--- src/rtl/soc_cpu_1_mulx_seq.sv ---
// rtl/soc_cpu_1_mulx_seq.sv - sequential 32x32->64 multiplier built from four 16x16 partial products
// Signed modes are handled by an unsigned product plus a high-word correction in FIXUP.
module soc_cpu_1_mulx_seq (
  input  logic        clk,
  input  logic        reset_n,
  input  logic        start,
  input  logic [1:0]  op,
  input  logic [31:0] src1,
  input  logic [31:0] src2,
  output logic        ready,
  output logic        done,
  output logic [63:0] result
);

  typedef enum logic [1:0] {IDLE, ISSUE, DRAIN, FIXUP} state_t;

  state_t      state_q, state_d;
  logic [31:0] a_q, b_q;
  logic [1:0]  op_q;
  logic [63:0] acc_q;
  logic [1:0]  idx_q;
  logic [31:0] pp_q;
  logic [5:0]  pp_shift_q;
  logic        pp_valid_q;
  logic        done_q;
  logic        accept;
  logic [15:0] mul_a, mul_b;
  logic [5:0]  issue_shift;
  logic        sub_b, sub_a;
  logic [31:0] fix_hi;

  always_ff @(posedge clk or negedge reset_n) begin
    if (!reset_n) state_q <= IDLE;
    else          state_q <= state_d;
  end

  always_comb begin
    state_d = state_q;
    ready   = 1'b0;
    case (state_q)
      IDLE: begin
        ready = 1'b1;
        if (start) state_d = ISSUE;
      end
      ISSUE: if (idx_q == 2'd3) state_d = DRAIN;
      DRAIN: state_d = FIXUP;
      FIXUP: state_d = IDLE;
      default: state_d = IDLE;
    endcase
  end

  assign accept = start && ready;

  // idx bit0 picks the high half of a, bit1 the high half of b
  assign mul_a       = idx_q[0] ? a_q[31:16] : a_q[15:0];
  assign mul_b       = idx_q[1] ? b_q[31:16] : b_q[15:0];
  assign issue_shift = {idx_q[1] & idx_q[0], idx_q[1] ^ idx_q[0], 4'b0000};

  // Two's-complement correction of the unsigned product's upper word
  assign sub_b  = ((op_q == 2'b01) || (op_q == 2'b10)) && a_q[31];
  assign sub_a  = (op_q == 2'b10) && b_q[31];
  assign fix_hi = acc_q[63:32] - (sub_b ? b_q : 32'd0) - (sub_a ? a_q : 32'd0);

  always_ff @(posedge clk or negedge reset_n) begin
    if (!reset_n) begin
      a_q        <= 32'd0;
      b_q        <= 32'd0;
      op_q       <= 2'b00;
      acc_q      <= 64'd0;
      idx_q      <= 2'd0;
      pp_q       <= 32'd0;
      pp_shift_q <= 6'd0;
      pp_valid_q <= 1'b0;
      done_q     <= 1'b0;
      result     <= 64'd0;
    end else begin
      done_q     <= 1'b0;
      pp_valid_q <= (state_q == ISSUE);
      if (accept) begin
        a_q   <= src1;
        b_q   <= src2;
        op_q  <= op;
        acc_q <= 64'd0;
        idx_q <= 2'd0;
      end
      if (state_q == ISSUE) begin
        pp_q       <= {16'd0, mul_a} * {16'd0, mul_b};
        pp_shift_q <= issue_shift;
        if (idx_q != 2'd3) idx_q <= idx_q + 2'd1;
      end
      if (pp_valid_q) acc_q <= acc_q + ({32'd0, pp_q} << pp_shift_q);
      if (state_q == FIXUP) begin
        acc_q[63:32] <= fix_hi;
        result       <= {fix_hi, acc_q[31:0]};
        done_q       <= 1'b1;
      end
    end
  end

  assign done = done_q;

endmodule

--- config.mk ---
export PLATFORM = sky130hd
export DESIGN_NAME = soc_cpu_1_mulx_seq
export DESIGN_NICKNAME = d
export VERILOG_FILES = /design/src/rtl/soc_cpu_1_mulx_seq.sv
export SDC_FILE = /design/constraint.sdc
export NUM_CORES = 1
export LEC_CHECK = 0
export CAP_MARGIN = 10
export CORE_ASPECT_RATIO = 1.25
export CORE_MARGIN = 2
export CORE_UTILIZATION = 60
export CTS_BUF_LIST = sky130_fd_sc_hd__clkbuf_8
export CTS_CLUSTER_SIZE = 12
export DETAILED_ROUTE_END_ITERATION = 7
export PLACE_DENSITY = 0.85
export SLEW_MARGIN = 15
export SYNTH_ARGS = -nofsm -noshare
export SYNTH_HDL_FRONTEND = slang
export SYNTH_SLANG_ARGS = --single-unit
export TNS_END_PERCENT = 100
--- constraint.sdc ---
create_clock -name clk -period 19.45 [get_ports clk]
set_clock_uncertainty 0.1 [all_clocks]
set_input_delay 2.9175 -clock clk [delete_from_list [all_inputs] [get_ports clk]]
set_output_delay 2.9175 -clock clk [all_outputs]
set_load 0.01 [all_outputs]
# Word level (Yosys, flattened, before mapping)
# Index checks and enable logic that the tools add are counted.
dict set report classes {
  n_addsub 4
  n_mul 1
  eq_ne 9
  shift 1
  n_mux 15
  bitwise 2
  n_reduce_logical 8
}
# operator n
set ops {}
lappend ops {{two-way mux 64 bit} 2}
lappend ops {{two-way mux 32 bit} 3}
lappend ops {{adder 64 bit} 1}
lappend ops {{left shift 32 x 6 -> 64 bit} 1}
lappend ops {{subtractor 32 bit} 2}
lappend ops {{multiplier 16 x 16 -> 32 bit} 1}
lappend ops {{two-way mux 16 bit} 2}
lappend ops {{two-way mux 2 bit} 5}
lappend ops {{== test 2 bit, second input constant} 4}
lappend ops {{case mux 2 bit (4 select lines)} 1}
lappend ops {{!= test 2 bit, second input constant} 3}
lappend ops {{== test 2 x 1 -> 1 bit, second input constant} 2}
lappend ops {{logical AND 1 bit} 3}
lappend ops {{nonzero test 3 bit} 1}
lappend ops {{adder 2 x 1 -> 2 bit, second input constant} 1}
lappend ops {{zero test 2 bit} 1}
lappend ops {{two-way mux 1 bit} 2}
lappend ops {{AND reduction 2 bit} 1}
lappend ops {{nonzero test 2 bit} 1}
lappend ops {{AND 1 bit} 1}
lappend ops {{logical OR 1 bit} 1}
lappend ops {{XOR 1 bit} 1}
dict set report totals {
  ff_bits 234
  input_bits 69
  word_cells 52
}

# Longest topological paths before layout
dict set report logic_depth {
  word_depth 7
  depth_mapped 27
}

# Worst setup path after synthesis
# No wires, ideal clock.
dict set report synth_path {
  path_type {register -> register}
  from {register idx_q[0]}
  to {register pp_q[28]}
  arrival_time_ns 7.273
  required_time_ns 19.225
  setup_slack_ns 11.952
  stages_incl_launch_ff 26
  n_path_buf 3
  synth_period_minus_slack_ns 7.498
  path_cell_list {dfrtp_1 clkbuf_1 clkbuf_1 buf_1 mux2_1 nand2_1 fa_1 fa_1 fa_1 fa_1 inv_1 fa_1 inv_1 fa_1 inv_1 ha_1 and3_1 a221oi_2 nor2_1 a211oi_2 o211ai_1 a41oi_2 o21bai_1 a21oi_1 xnor2_1 mux2_2}
}
dict set report synth_between {
  elab_chain_cells 2
}
# element line_no
set synth_rtl {}
lappend synth_rtl {{from (decl)} 21} ;# logic [1:0] idx_q;
lappend synth_rtl {{from (signal assigned)} 89} ;# if (idx_q != 2'd3) idx_q <= idx_q + 2'd1;
lappend synth_rtl {{two-way mux 16 bit} 55} ;# assign mul_a = idx_q[0] ? a_q[31:16] : a_q[15:0];
lappend synth_rtl {{multiplier 16 x 16 -> 32 bit} 87} ;# pp_q <= {16'd0, mul_a} * {16'd0, mul_b};
lappend synth_rtl {{to (signal assigned)} 87}
lappend synth_rtl {{to (decl)} 22} ;# logic [31:0] pp_q;
# Every way passes these cells.
# A chain may end at the register's enable or synchronous reset.

# Worst setup path in the final report
dict set report layout_path {
  from {register idx_q[0]}
  to {register pp_q[27]}
}
# The elaborated chain is that of the path after synthesis.

==> results.yml <==
floorplanning:
  num_io_pins: 135
  die_y_um: 229.7
  fp.coreArea_sq_mm: 0.04012
  rows: 82
  initial_utilization_pct: 60.97
  die_w_um: 184.6
  die-area_sq_mm: 0.04240
cells_and_area:
  seqCellArea_sq_mm: 0.005856
  area_growth_pct: 11.57
  drive_gt1_share_pct: 10.84
  layout.nets: 3259
  n_fill_cell: 3215
  multi_input_comb_area_sq_mm: 0.01714
clock_tree:
  root_buffer: "clkbuf_8"
  worstSkewPairLatency_ns: 0.64
  htreeDepth: 2
  cts_tree: "yes"
  numCtsBuffers: 42
  post_cts_buffers: 0
  hold_buffers: 0
  cts.repair.resized: 0
  path_clk_slew_ns: 0.07
  cts.sinks: 234
  cts_max_path_buffers: 3
grt:
  grt_pass1_wl_mm: 123.6
  track_usage_pct: 39.01
  antenna_found_initial: 0
  grt_pass1_vias: 21377
  grt_overflow: 0
  grt_max_degree: 162
timing:
  finalCriticalPeriod_ns: 7.956
  rsz0062_at_grt: "false"
  finalHoldViolCount: 0
  worstMarginPinSlew_ns: 1.069
  period_share_pct: 40.91
  final.setup.tns_ns: 0
  setup_viol: 0
  report.final.slew_viol_count: 0
  max_freq_ghz: 0.1257
  slew_headroom_pct: 26.72
status:
  status: "finished clean"
place:
  gp_congestion: 1.061
  port_buffers: 134
  hpwl_mm: 65.72
critical_path:
  path_class: "flop to flop"
  startpoint: "idx_q[0]$_DFF_PN0_"
  critical_path.max_fanout: 31
  cp.required_ns: 19.87
  endpoint_kind: "flop"
  cp_data_arrival_time_ns: 8.37
  startpoint_type: "flop"
  rr_startpoint: "idx_q[0]$_DFF_PN0_"
logic_synthesis:
  syn_area_per_cell_sq_um: 9.223
  synth_edf_count: 0
  ys_seq_area_share_pct: 23.94
  ys_ff_latch: 234
  synthCells: 2652
  synth.distinct_cells: 80
  ys_async_sr_fraction_pct: 100.0
  synth_area_sq_mm: 0.02446
  ys_warn_count: 0
  ys.flop_type: "dfrtp_1"
  syn_nets: 3153
detailed_routing:
  drt_iter0_drc: 1692
  viasPerCell: 6.220
  drt-total-wl_mm: 80.89
  drcViolationCount: 0
  ant_nets: 0
  first_pass_iters: 6
  via_count: 20737
  avgRoutedWirePerCell_um: 24.26
job:
  maxCapViolCount: 0
hold_path:
  hp-class: "flop to flop"
  min-delay-start: "result[40]$_DFFE_PN0P_"
[critical path: stages, from the launching register on]
cell and delay (ns):
dfrtp_1 0.42, buf_4 0.44, mux2i_1 0.94, nor2_1 0.12, fa_1 0.52, inv_1 0.05
fa_1 0.40, fa_1 0.45, fa_1 0.50, inv_1 0.06, fa_1 0.60, inv_1 0.08
fa_1 0.49, inv_1 0.04, ha_1 0.33, and3_1 0.23, a221oi_2 0.32, o22ai_1 0.18
a221oi_2 0.53, a2111oi_0 0.23, a21oi_1 0.23, nor2b_1 0.22, xnor2_1 0.11, mux2_2 0.27
[through the flow]
stage	utilization (%)	cells	hold slack [ns]	setup slack, ns	area, sq um
CTS	68.02	3333	0.3936	11.64	27280
global route	68.02	3333	0.4105	11.17	27280
detailed placement	65.71	3260	0.3800	11.65	26360
global placement	65.71	3260	0.3660	11.97	26360
floorplan	-	2652	0.3723	11.95	24460
finish	68.02	3334	0.3859	11.49	27290
[cell usage after synthesis (4+ instances only)]
master / number / area share [%]
a21oi_1: 130 / 2.7
a211oi_1: 17 / 0.52
ha_1: 206 / 11
mux2_1: 7 / 0.32
mux2_2: 162 / 7.5
nor2b_1: 30 / 0.77
or2_2: 8 / 0.20
a21oi_2: 5 / 0.18
a22o_1: 18 / 0.64
fa_1: 226 / 18
o211ai_1: 23 / 0.71
nor2_1: 219 / 3.4
inv_1: 289 / 4.4
buf_1: 14 / 0.21
nand4_1: 29 / 0.74
nor3_1: 18 / 0.37
xnor2_1: 68 / 2.4
nand2b_1: 13 / 0.33
or3_1: 7 / 0.18
and2_1: 20 / 0.51
dfrtp_1: 234 / 24
o31ai_1: 6 / 0.18
o21ai_1: 14 / 0.29
xor2_1: 43 / 1.5
buf_2: 6 / 0.12
a21o_1: 62 / 1.9
o21a_1: 17 / 0.52
mux2i_1: 50 / 2.0
clkbuf_1: 82 / 1.3
o21ai_0: 119 / 2.4
nand2_1: 346 / 5.3
a31oi_1: 16 / 0.41
a221o_1: 4 / 0.16
a22oi_1: 10 / 0.31
and3_1: 20 / 0.51
o21bai_1: 35 / 1.1
nand3_1: 19 / 0.39
[metal layers]
metal / global-route usage, % / wire [um] / up-vias
met4: 25.55 / 6238 / 0
met2: 64.09 / 38540 / 1000
met3: 6.256 / 5765 / 298
met5: 0 / 0 / -
li1: - / - / 9154
met1: 47.45 / 30350 / 10285
[sequential cells by signal, indices dropped and copies added (netlist names)]
name and cells:
acc_q 64, result 64, a_q 32, b_q 32
pp_q 32, idx_q 2, op_q 2, pp_shift_q 2
state_q 2, done 1, pp_valid_q 1
[final cells by class]
cell class / instances / area share [%]
Multi-Input combinational cell: 2026 / 62.83
Clock buffer: 52 / 2.623
Sequential cell: 234 / 21.46
Clock inverter: 21 / 0.7703
Timing Repair Buffer: 165 / 5.832
Antenna cell: 1 / 0.009171
Inverter: 289 / 3.975
Tap cell: 546 / 2.504
[layout by cell type, fill, tap and decap left out, types with 14 or more instances in the layout]
| cell | synthesis | final |
|---|---|---|
| nand2_1 | 346 | 346 |
| inv_1 | 289 | 294 |
| dfrtp_1 | 234 | 234 |
| fa_1 | 226 | 226 |
| nor2_1 | 219 | 218 |
| ha_1 | 206 | 205 |
| mux2_2 | 162 | 162 |
| clkdlybuf4s50_1 | 0 | 133 |
| a21oi_1 | 130 | 130 |
| o21ai_0 | 119 | 119 |
| xnor2_1 | 68 | 68 |
| a21o_1 | 62 | 62 |
| clkbuf_8 | 0 | 52 |
| mux2i_1 | 50 | 50 |
| xor2_1 | 43 | 43 |
| o21bai_1 | 35 | 35 |
| buf_4 | 1 | 30 |
| nor2b_1 | 30 | 29 |
| nand4_1 | 29 | 29 |
| o211ai_1 | 23 | 23 |
| and3_1 | 20 | 20 |
| and2_1 | 20 | 19 |
| nand3_1 | 19 | 19 |
| a22o_1 | 18 | 18 |
| nor3_1 | 18 | 17 |
| o21a_1 | 17 | 17 |
| a211oi_1 | 17 | 17 |
| a31oi_1 | 16 | 16 |
| o21ai_1 | 14 | 14 |
[path summary, 6_finish.rpt]
| kind | cells after the start | endpoint | slack (ns) |
|---|---|---|---|
| max | 23 | pp_q[27]$_DFFE_PN0P_ | 11.49 |
| min reg2reg | 1 | result[40]$_DFFE_PN0P_ | 0.39 |
| min in group asynchronous | 1 | acc_q[10]$_DFFE_PN0P_ | 2.15 |
| min | 1 | result[40]$_DFFE_PN0P_ | 0.39 |
| max in group asynchronous | 2 | a_q[3]$_DFFE_PN0P_ | 15.69 |
| max reg2reg | 23 | pp_q[27]$_DFFE_PN0P_ | 11.49 |
[cells by family (layout without fill, tap and decap cells)]
family	Yosys count	in the layout	share of synthesized area, %
buffers and inverters	392	527	6.062
muxes	219	219	9.827
DFF	234	234	23.94
and+or+nand+nor	742	742	13.11
AOI/OAI and AO/OA	522	522	14.05
xor gates and xnor gates	111	111	3.975
adders and majority gates	432	432	29.04
other	0	1	0
Power is not shown: default switching activity piles up to over one toggle a cycle in this logic, so the estimate is an artifact.
